File: config.mk
export PLATFORM = sky130hd
export DESIGN_NAME = vc_read_arbiter
export DESIGN_NICKNAME = d
export VERILOG_FILES = /design/src/rtl/vc_read_arbiter_pkg.sv /design/src/rtl/vc_read_arbiter_prio_sel.sv /design/src/rtl/vc_read_arbiter.sv
export SDC_FILE = /design/constraint.sdc
export NUM_CORES = 1
export LEC_CHECK = 0
export ABC_AREA = 1
export ABC_CLOCK_PERIOD_IN_PS = 3300
export CORE_ASPECT_RATIO = 1.4
export CORE_MARGIN = 10
export CORE_UTILIZATION = 45
export CTS_BUF_LIST = sky130_fd_sc_hd__clkbuf_8
export CTS_CLUSTER_DIAMETER = 100
export CTS_CLUSTER_SIZE = 20
export DETAILED_ROUTE_END_ITERATION = 7
export PLACE_DENSITY = 0.81
export SYNTH_ARGS = -nofsm -noshare
export SYNTH_HDL_FRONTEND = slang
export SYNTH_SLANG_ARGS = --single-unit
File: constraint.sdc
create_clock -name clk -period 3.3 [get_ports clk]
set_input_delay 0.66 -clock clk [delete_from_list [all_inputs] [get_ports clk]]
set_output_delay 0.66 -clock clk [all_outputs]
set_load 0.02 [all_outputs]
File: src/rtl/vc_read_arbiter_pkg.sv
// Shared types and constants for the VC read arbiter and its priority selector.
package vc_read_arbiter_pkg;
  typedef enum logic [1:0] {
    RESET  = 2'd0,
    INIT   = 2'd1,
    IDLE   = 2'd2,
    ACTIVE = 2'd3
  } state_e;

  localparam logic SRC_VC0 = 1'b0;
  localparam logic SRC_VC1 = 1'b1;
  localparam logic DEST_D0 = 1'b0;
  localparam logic DEST_D1 = 1'b1;

  localparam int CNT_W  = 4;
  localparam int STAGES = 2;
endpackage

File: src/rtl/vc_read_arbiter_prio_sel.sv
// VC0-priority grant logic with a burst counter that guarantees VC1 one grant
// after MAXBURST consecutive VC0 grants while VC1 is waiting.
module vc_prio_sel
  import vc_read_arbiter_pkg::*;
#(
  parameter int MAXBURST = 4
) (
  input  logic clk,
  input  logic reset_L,
  input  logic active,
  input  logic pause,
  input  logic vc0_empty,
  input  logic vc1_empty,
  output logic vc0_rd,
  output logic vc1_rd
);
  localparam logic [CNT_W-1:0] MAX_CNT = CNT_W'(MAXBURST);

  logic [CNT_W-1:0] burst_cnt;
  logic             vc1_turn;
  logic             issue;

  assign vc1_turn = (burst_cnt == MAX_CNT) & ~vc1_empty;
  assign issue    = active & ~pause;
  assign vc0_rd   = issue & ~vc0_empty & ~vc1_turn;
  assign vc1_rd   = issue & ~vc1_empty & (vc0_empty | vc1_turn);

  // Only counts VC0 grants that actually made VC1 wait.
  always_ff @(posedge clk or negedge reset_L) begin
    if (!reset_L)                        burst_cnt <= '0;
    else if (vc1_rd || vc1_empty)        burst_cnt <= '0;
    else if (vc0_rd && burst_cnt != MAX_CNT) burst_cnt <= burst_cnt + 1'b1;
  end
endmodule

File: src/rtl/vc_read_arbiter.sv
// Read engine for VC0/VC1 FIFOs: arbitrates pops, then routes each word by its
// destination bit into D0 or D1 two cycles after the pop.
module vc_read_arbiter
  import vc_read_arbiter_pkg::*;
#(
  parameter int BW       = 6,
  parameter int DEST_BIT = 4,
  parameter int MAXBURST = 4
) (
  input  logic          clk,
  input  logic          reset_L,
  input  logic          VC0_empty,
  input  logic          VC1_empty,
  input  logic [BW-1:0] VC0_data_out,
  input  logic [BW-1:0] VC1_data_out,
  input  logic          D0_pause,
  input  logic          D1_pause,
  output logic          VC0_rd,
  output logic          VC1_rd,
  output logic          D0_push,
  output logic [BW-1:0] D0_data_in,
  output logic          D1_push,
  output logic [BW-1:0] D1_data_in,
  output logic          idle
);
  state_e            state, state_nxt;
  logic [STAGES:1]   vld_pipe;
  logic              src_q;
  logic              pipe_busy;
  logic [BW-1:0]     word;

  assign pipe_busy = |vld_pipe;

  vc_prio_sel #(.MAXBURST(MAXBURST)) u_prio_sel (
    .clk       (clk),
    .reset_L   (reset_L),
    .active    (state == ACTIVE),
    .pause     (D0_pause | D1_pause),
    .vc0_empty (VC0_empty),
    .vc1_empty (VC1_empty),
    .vc0_rd    (VC0_rd),
    .vc1_rd    (VC1_rd)
  );

  always_ff @(posedge clk or negedge reset_L) begin
    if (!reset_L) state <= RESET;
    else          state <= state_nxt;
  end

  always_comb begin
    state_nxt = state;
    case (state)
      RESET:   state_nxt = INIT;
      INIT:    state_nxt = IDLE;
      IDLE:    if (!VC0_empty || !VC1_empty) state_nxt = ACTIVE;
      ACTIVE:  if (VC0_empty && VC1_empty && !pipe_busy) state_nxt = IDLE;
      default: state_nxt = RESET;
    endcase
  end

  assign idle = (state == IDLE) & VC0_empty & VC1_empty & ~pipe_busy;

  // FIFO read data arrives one cycle after the pop; src_q picks which bus.
  assign word = (src_q == SRC_VC1) ? VC1_data_out : VC0_data_out;

  always_ff @(posedge clk or negedge reset_L) begin
    if (!reset_L) begin
      vld_pipe   <= '0;
      src_q      <= SRC_VC0;
      D0_push    <= 1'b0;
      D1_push    <= 1'b0;
      D0_data_in <= '0;
      D1_data_in <= '0;
    end else begin
      vld_pipe <= {vld_pipe[STAGES-1:1], VC0_rd | VC1_rd};
      src_q    <= VC1_rd ? SRC_VC1 : SRC_VC0;
      D0_push  <= vld_pipe[1] & (word[DEST_BIT] == DEST_D0);
      D1_push  <= vld_pipe[1] & (word[DEST_BIT] == DEST_D1);
      if (vld_pipe[1]) begin
        if (word[DEST_BIT] == DEST_D1) D1_data_in <= word;
        else                           D0_data_in <= word;
      end
    end
  end
endmodule

Word-level counts from Yosys, hierarchy flattened
Index checks and enable logic that the tools add are counted.

cells by class
  add/subtract/negate cells = 1
  $mul = 0
  div/mod/pow operators = 0
  order comparisons = 0
  equality and inequality tests = 7
  shifts and indexed selects = 0
  multiplexer cells = 7
  bitwise gates (word level) = 20
  reduce and logical (&&, ||, !) cells = 14

operator list
  cell                 number
  $and 1x1->1          11
  $mux 4               2
  $pmux 2 s4           1
  $mux 6               1
  $not 1->1            6
  $reduce_and 2->1     3
  $add 4x1->4 const B  1
  $eq 2x2->1 const B   2
  $eq 4x3->1 const B   1
  $mux 2               2
  $ne 2x2->1 const B   2
  $ne 4x3->1 const B   1
  $logic_and 1x1->1    3
  $logic_not 1->1      3
  $or 1x1->1           3
  $eq 2x1->1 const B   1
  $logic_not 2->1      1
  $logic_or 1x1->1     2
  $reduce_bool 2->1    1
  $reduce_or 2->1      1
  $mux 1               1

word-level totals
  bits in registers = 22
  latch bits = 0
  bits in writable memories = 0
  memory bits (read-only) = 0
  output and inout bits = 17
  memories kept = 0

Logic depth before layout (Yosys ltp)
Gate-level depths: netlist of the first run.

  word-level depth = 8
  depth in mapped cells = 9

Cells and area by module
Synthesis of the first run repeated with hierarchy kept, for this count alone.

second synthesis, totals
  cells, all modules = 132
  area, all modules = 1118.6 um2

by module, submodules not included
  module           times used  cells an instance  area each (um2)  sequential area each (um2)
  vc_read_arbiter  1           96                 825.8            450.4
  vc_prio_sel      1           36                 292.8            100.1

Least setup slack after synthesis of the first run
Ideal clock, no wire load.

  path kind = input to output
  start point = input port VC0_empty
  end point = output port idle
  arrival = 1.279 ns
  setup slack = 1.361 ns
  stages = 4
  buffers on the path = 0
  cells stage by stage = nand2_1 inv_1 nand2_1 nor3_1

between the ends
  longest elaborated chain between the ends = 3

RTL lines
  what                      line                   text
  start: declaration        vc_read_arbiter.sv:12  input logic VC0_empty,
  $and 1x1->1 (3 in a row)  vc_read_arbiter.sv:61  assign idle = (state == IDLE) & VC0_empty & VC1_empty & ~pipe_busy;
  end: declaration          vc_read_arbiter.sv:24  output logic idle

No other way between the ends.

Worst setup path after layout of the first run
  start point = input port VC1_empty
  end point = output port VC1_rd

between the ends
  longest elaborated chain between the ends = 4

RTL lines
  what                line                                                            text
  start: declaration  vc_read_arbiter.sv:13                                           input logic VC1_empty,
  $not 1->1 (*)       vc_read_arbiter_prio_sel.sv:23, vc_read_arbiter_prio_sel.sv:26
  $and 1x1->1         vc_read_arbiter_prio_sel.sv:23                                  assign vc1_turn = (burst_cnt == MAX_CNT) & ~vc1_empty;
  $or 1x1->1          vc_read_arbiter_prio_sel.sv:26                                  assign vc1_rd = issue & ~vc1_empty & (vc0_empty | vc1_turn);
  $and 1x1->1 (*)     vc_read_arbiter_prio_sel.sv:26
  end: declaration    vc_read_arbiter.sv:19                                           output logic VC1_rd,

Every way passes the cells marked *; elsewhere a longest branch is shown, timed or not.

==> out/results.txt, run 1 <==
Status: finished, final reports clean
Post-Syn Area: 1080 um^2
Worst R2R Setup Slack: 1.89 ns
Postcts setup bufs: 0
H-Tree Depth: 1
Reg2reg end: u_prio_sel.burst_cnt[1]
Vias in the first global route: 972
Max-slew violations: 0
Worst Tran Pin Value: 0.953 ns
Lkg Pwr: 0.716 nW
DR WL/cell: 14.1 um
Pwr dens: 641 nW/um^2
Setup CP Type: primary input to output pin
Global route hottest layer: met2
Total CTS buffers: 3
Hold Crit Class: flip-flop to flip-flop
Part of the power in the clock network: 0.174
Comb pwr share: 0.409
Worst-Skew Late Latency: 0.26 ns
Reg power frac: 0.416
Tcrit/Tclk final: 0.892
I/O pin count: 35
Yosys reg bits: 22
Worst Path Required: 2.64 ns
CTS max path bufs: 2
Final ANT Viol Nets: 0
Routability Congestion: 0.750
Synth Warn #: 0
Mapped Cells: 119
Setup violators final: 0
Worst Skew: 0.00329 ns
Sequential share of the synthesized area: 0.507
Final std cells w/o fill: 175
Post-Route Setup TNS: 0 ns
Max_slew headroom: 0.363
Row Count: 21
P_int: 0.610 mW
Diode count: 0
Top-area cell type share of the netlist area: 0.507
HP Start: vld_pipe[1]
Avg Inst Size Synth: 9.12 um^2
Syn nets: 139
RSZ-0062 raised after global routing: no
R2r startpoint: u_prio_sel.burst_cnt[0]
Top cells by area, synth: dfrtp_1 51%, nand2_1 11%, inv_1 6.6%, mux2_2 5.2%, o21ai_2 3.2%
Max-cap viol count: 0
Final Hold Fails: 0
CP max FO: 5
Clock sink total: 22
TritonCTS clock tree: built
Global-route wire length before repair: 4.26 mm
Antenna violations before repair: 0
Hold EP: vld_pipe[2]
Pre-Repair DR Iteration Count: 4
Routed WL: 2.47 mm
Net Sw Power: 0.318 mW
CP endpoint kind: output pin
Met3 Track Usage GR: 0.0483
Synth unique cells: 22
Placed Cells: 172
Clock transition at path regs: 0.07 ns
Peak Freq: 0.340 GHz
GRT met2 Usage: 0.186
Clk root buf: clkbuf_8
Ratio of cells with drive above 1 in the final layout: 0.138
CP Data Arrival Time: 2.28 ns
GR Overflow Total: 0
Top_reg_cell synth: dfrtp_1
Core area: 2340 um^2
Hold Buf Count CTS: 0
Post-synth EDFFs: 0
DR vias: 883
Hold Path Depth: 0
Die area: 4800 um^2
Largest net degree at the start of global routing: 23
Post-DP HPWL: 2.01 mm
Min Tclk post-route: 2.94 ns
Die width: 61.5 um
Net Sw Frac: 0.343
Maximum VDD drop: 0.366 mV
DR DRC count: 0
Area grow syn2layout: 33.3%
FF-to-FF path depth: 9
Layout Nets: 174
M1 GR Usage: 0.120
Startpoint types: primary input
Post-cts resize count: 0
Starting Density: 0.464
Port-buffer cells: 33
Vias/cell: 5.05
Async SR Flop Fraction: 1.00
Initial drt markers: 21
Cell accounting for the most synthesized area: dfrtp_1
GRT Util Overall: 0.113
Die height: 78.1 um
==> cell usage after synthesis, types with 2 or more instances <==
| cell type | n |
|---|---|
| dfrtp_1 | 22 |
| ha_1 | 2 |
| inv_1 | 19 |
| mux2_2 | 5 |
| nand2_1 | 31 |
| nand2_2 | 5 |
| nand3_1 | 2 |
| nand4_1 | 4 |
| nor2_1 | 7 |
| o21ai_0 | 6 |
| o21ai_2 | 4 |
| xor2_1 | 2 |
==> state kept, by name (all words and copies together) (netlist names) <==
| name | cells |
|---|---|
| state | 2 |
| vld_pipe | 2 |
| D0_push | 1 |
| src_q | 1 |
| D1_data_in | 6 |
| D1_push | 1 |
| u_prio_sel.burst_cnt | 4 |
| D0_data_in | 5 |
==> critical path: stages <==
cell             delay [ns]
clkdlybuf4s50_1        0.46
inv_1                  0.15
nand2_1                0.11
nand2_1                0.07
nand2_1                0.12
inv_1                  0.10
clkdlybuf4s50_1        0.60
==> power groups by stage <==
stage	Sequential, mW	Combinational (mW)	Clock [mW]
finish	0.386	0.380	0.162
floorplan	0.466	0.121	0
CTS	0.388	0.388	0.165
global placement	0.389	0.380	0
global route	0.398	0.414	0.173
detailed placement	0.392	0.386	0
==> per-stage QoR <==
stage                util  area (um^2)  total power [mW]  setup WS [ns]  hold WS, ns
floorplan               -         1080             0.587           1.36        0.364
global placement    0.601         1410             0.769          0.439        0.409
detailed placement  0.601         1410             0.778          0.364        0.420
CTS                 0.619         1450             0.942          0.357        0.442
global route        0.619         1450             0.984          0.236        0.472
finish              0.619         1450             0.928          0.356        0.436
==> logic make-up after synthesis <==
| kind of cell | count (synthesis) | synth area share |
|---|---|---|
| AND/OR/NAND/NOR | 53 | 0.217 |
| other | 1 | 0.00346 |
| adder cells (fa/ha/maj) | 2 | 0.0231 |
| AO/OA/AOI/OAI | 12 | 0.0796 |
| multiplexers | 5 | 0.0519 |
| flip-flops | 22 | 0.507 |
| buffers and inverters | 22 | 0.102 |
| XOR/XNOR | 2 | 0.0162 |
==> final cells by class <==
type	instances	area, um^2
fillers	205	892
flip-flops and latches	22	551
multi-input cells	75	424
repair buffers	33	330
inverters	19	71.3
clock buffers	3	41.3
well taps	23	28.8
==> per-layer routing <==
layer	part of all wire	vias to the layer above	routed length [um]
met5	0	-	0
met4	0.018	0	44
met3	0.12	4	291
met2	0.48	34	1170
met1	0.39	416	959
li1	-	429	-
==> cell usage in the layout, fill, tap and decap left out <==
master           instances
mux2_2                   5
o21ai_0                  6
conb_1                   1
ha_1                     2
nor3_1                   1
clkdlybuf4s50_1         33
xor2_1                   2
dfrtp_1                 22
nand2_2                  5
nor2_2                   1
clkbuf_8                 3
o21ai_4                  1
nand3_1                  2
o21ai_2                  4
nand4_1                  4
and2_4                   1
nor2_1                   7
or2_2                    1
nand2_1                 31
inv_1                   19
o21ai_1                  1
==> worst max-delay path by stage <==
stage	start	end	slack (ns)	depth (start not counted)
floorplan	VC0_empty	idle	1.36	4
global placement	VC1_empty	VC1_rd	0.44	7
detailed placement	VC1_empty	VC1_rd	0.36	7
CTS	VC1_empty	VC1_rd	0.36	7
global route	VC1_empty	VC1_rd	0.24	7
finish	VC1_empty	VC1_rd	0.36	7
No activity file was read; power rests on OpenSTA's default activity.
==> run 2, diff against run 1 <==
--- a/config.mk
+++ b/config.mk
@@ -15,6 +15,7 @@
 export CTS_CLUSTER_SIZE = 20
 export DETAILED_ROUTE_END_ITERATION = 7
 export PLACE_DENSITY = 0.81
+export SLEW_MARGIN = 20
 export SYNTH_ARGS = -nofsm -noshare
 export SYNTH_HDL_FRONTEND = slang
 export SYNTH_SLANG_ARGS = --single-unit
==> results of run 2 <==
The final DEF is identical to that of run 1; final timing and power are the same.
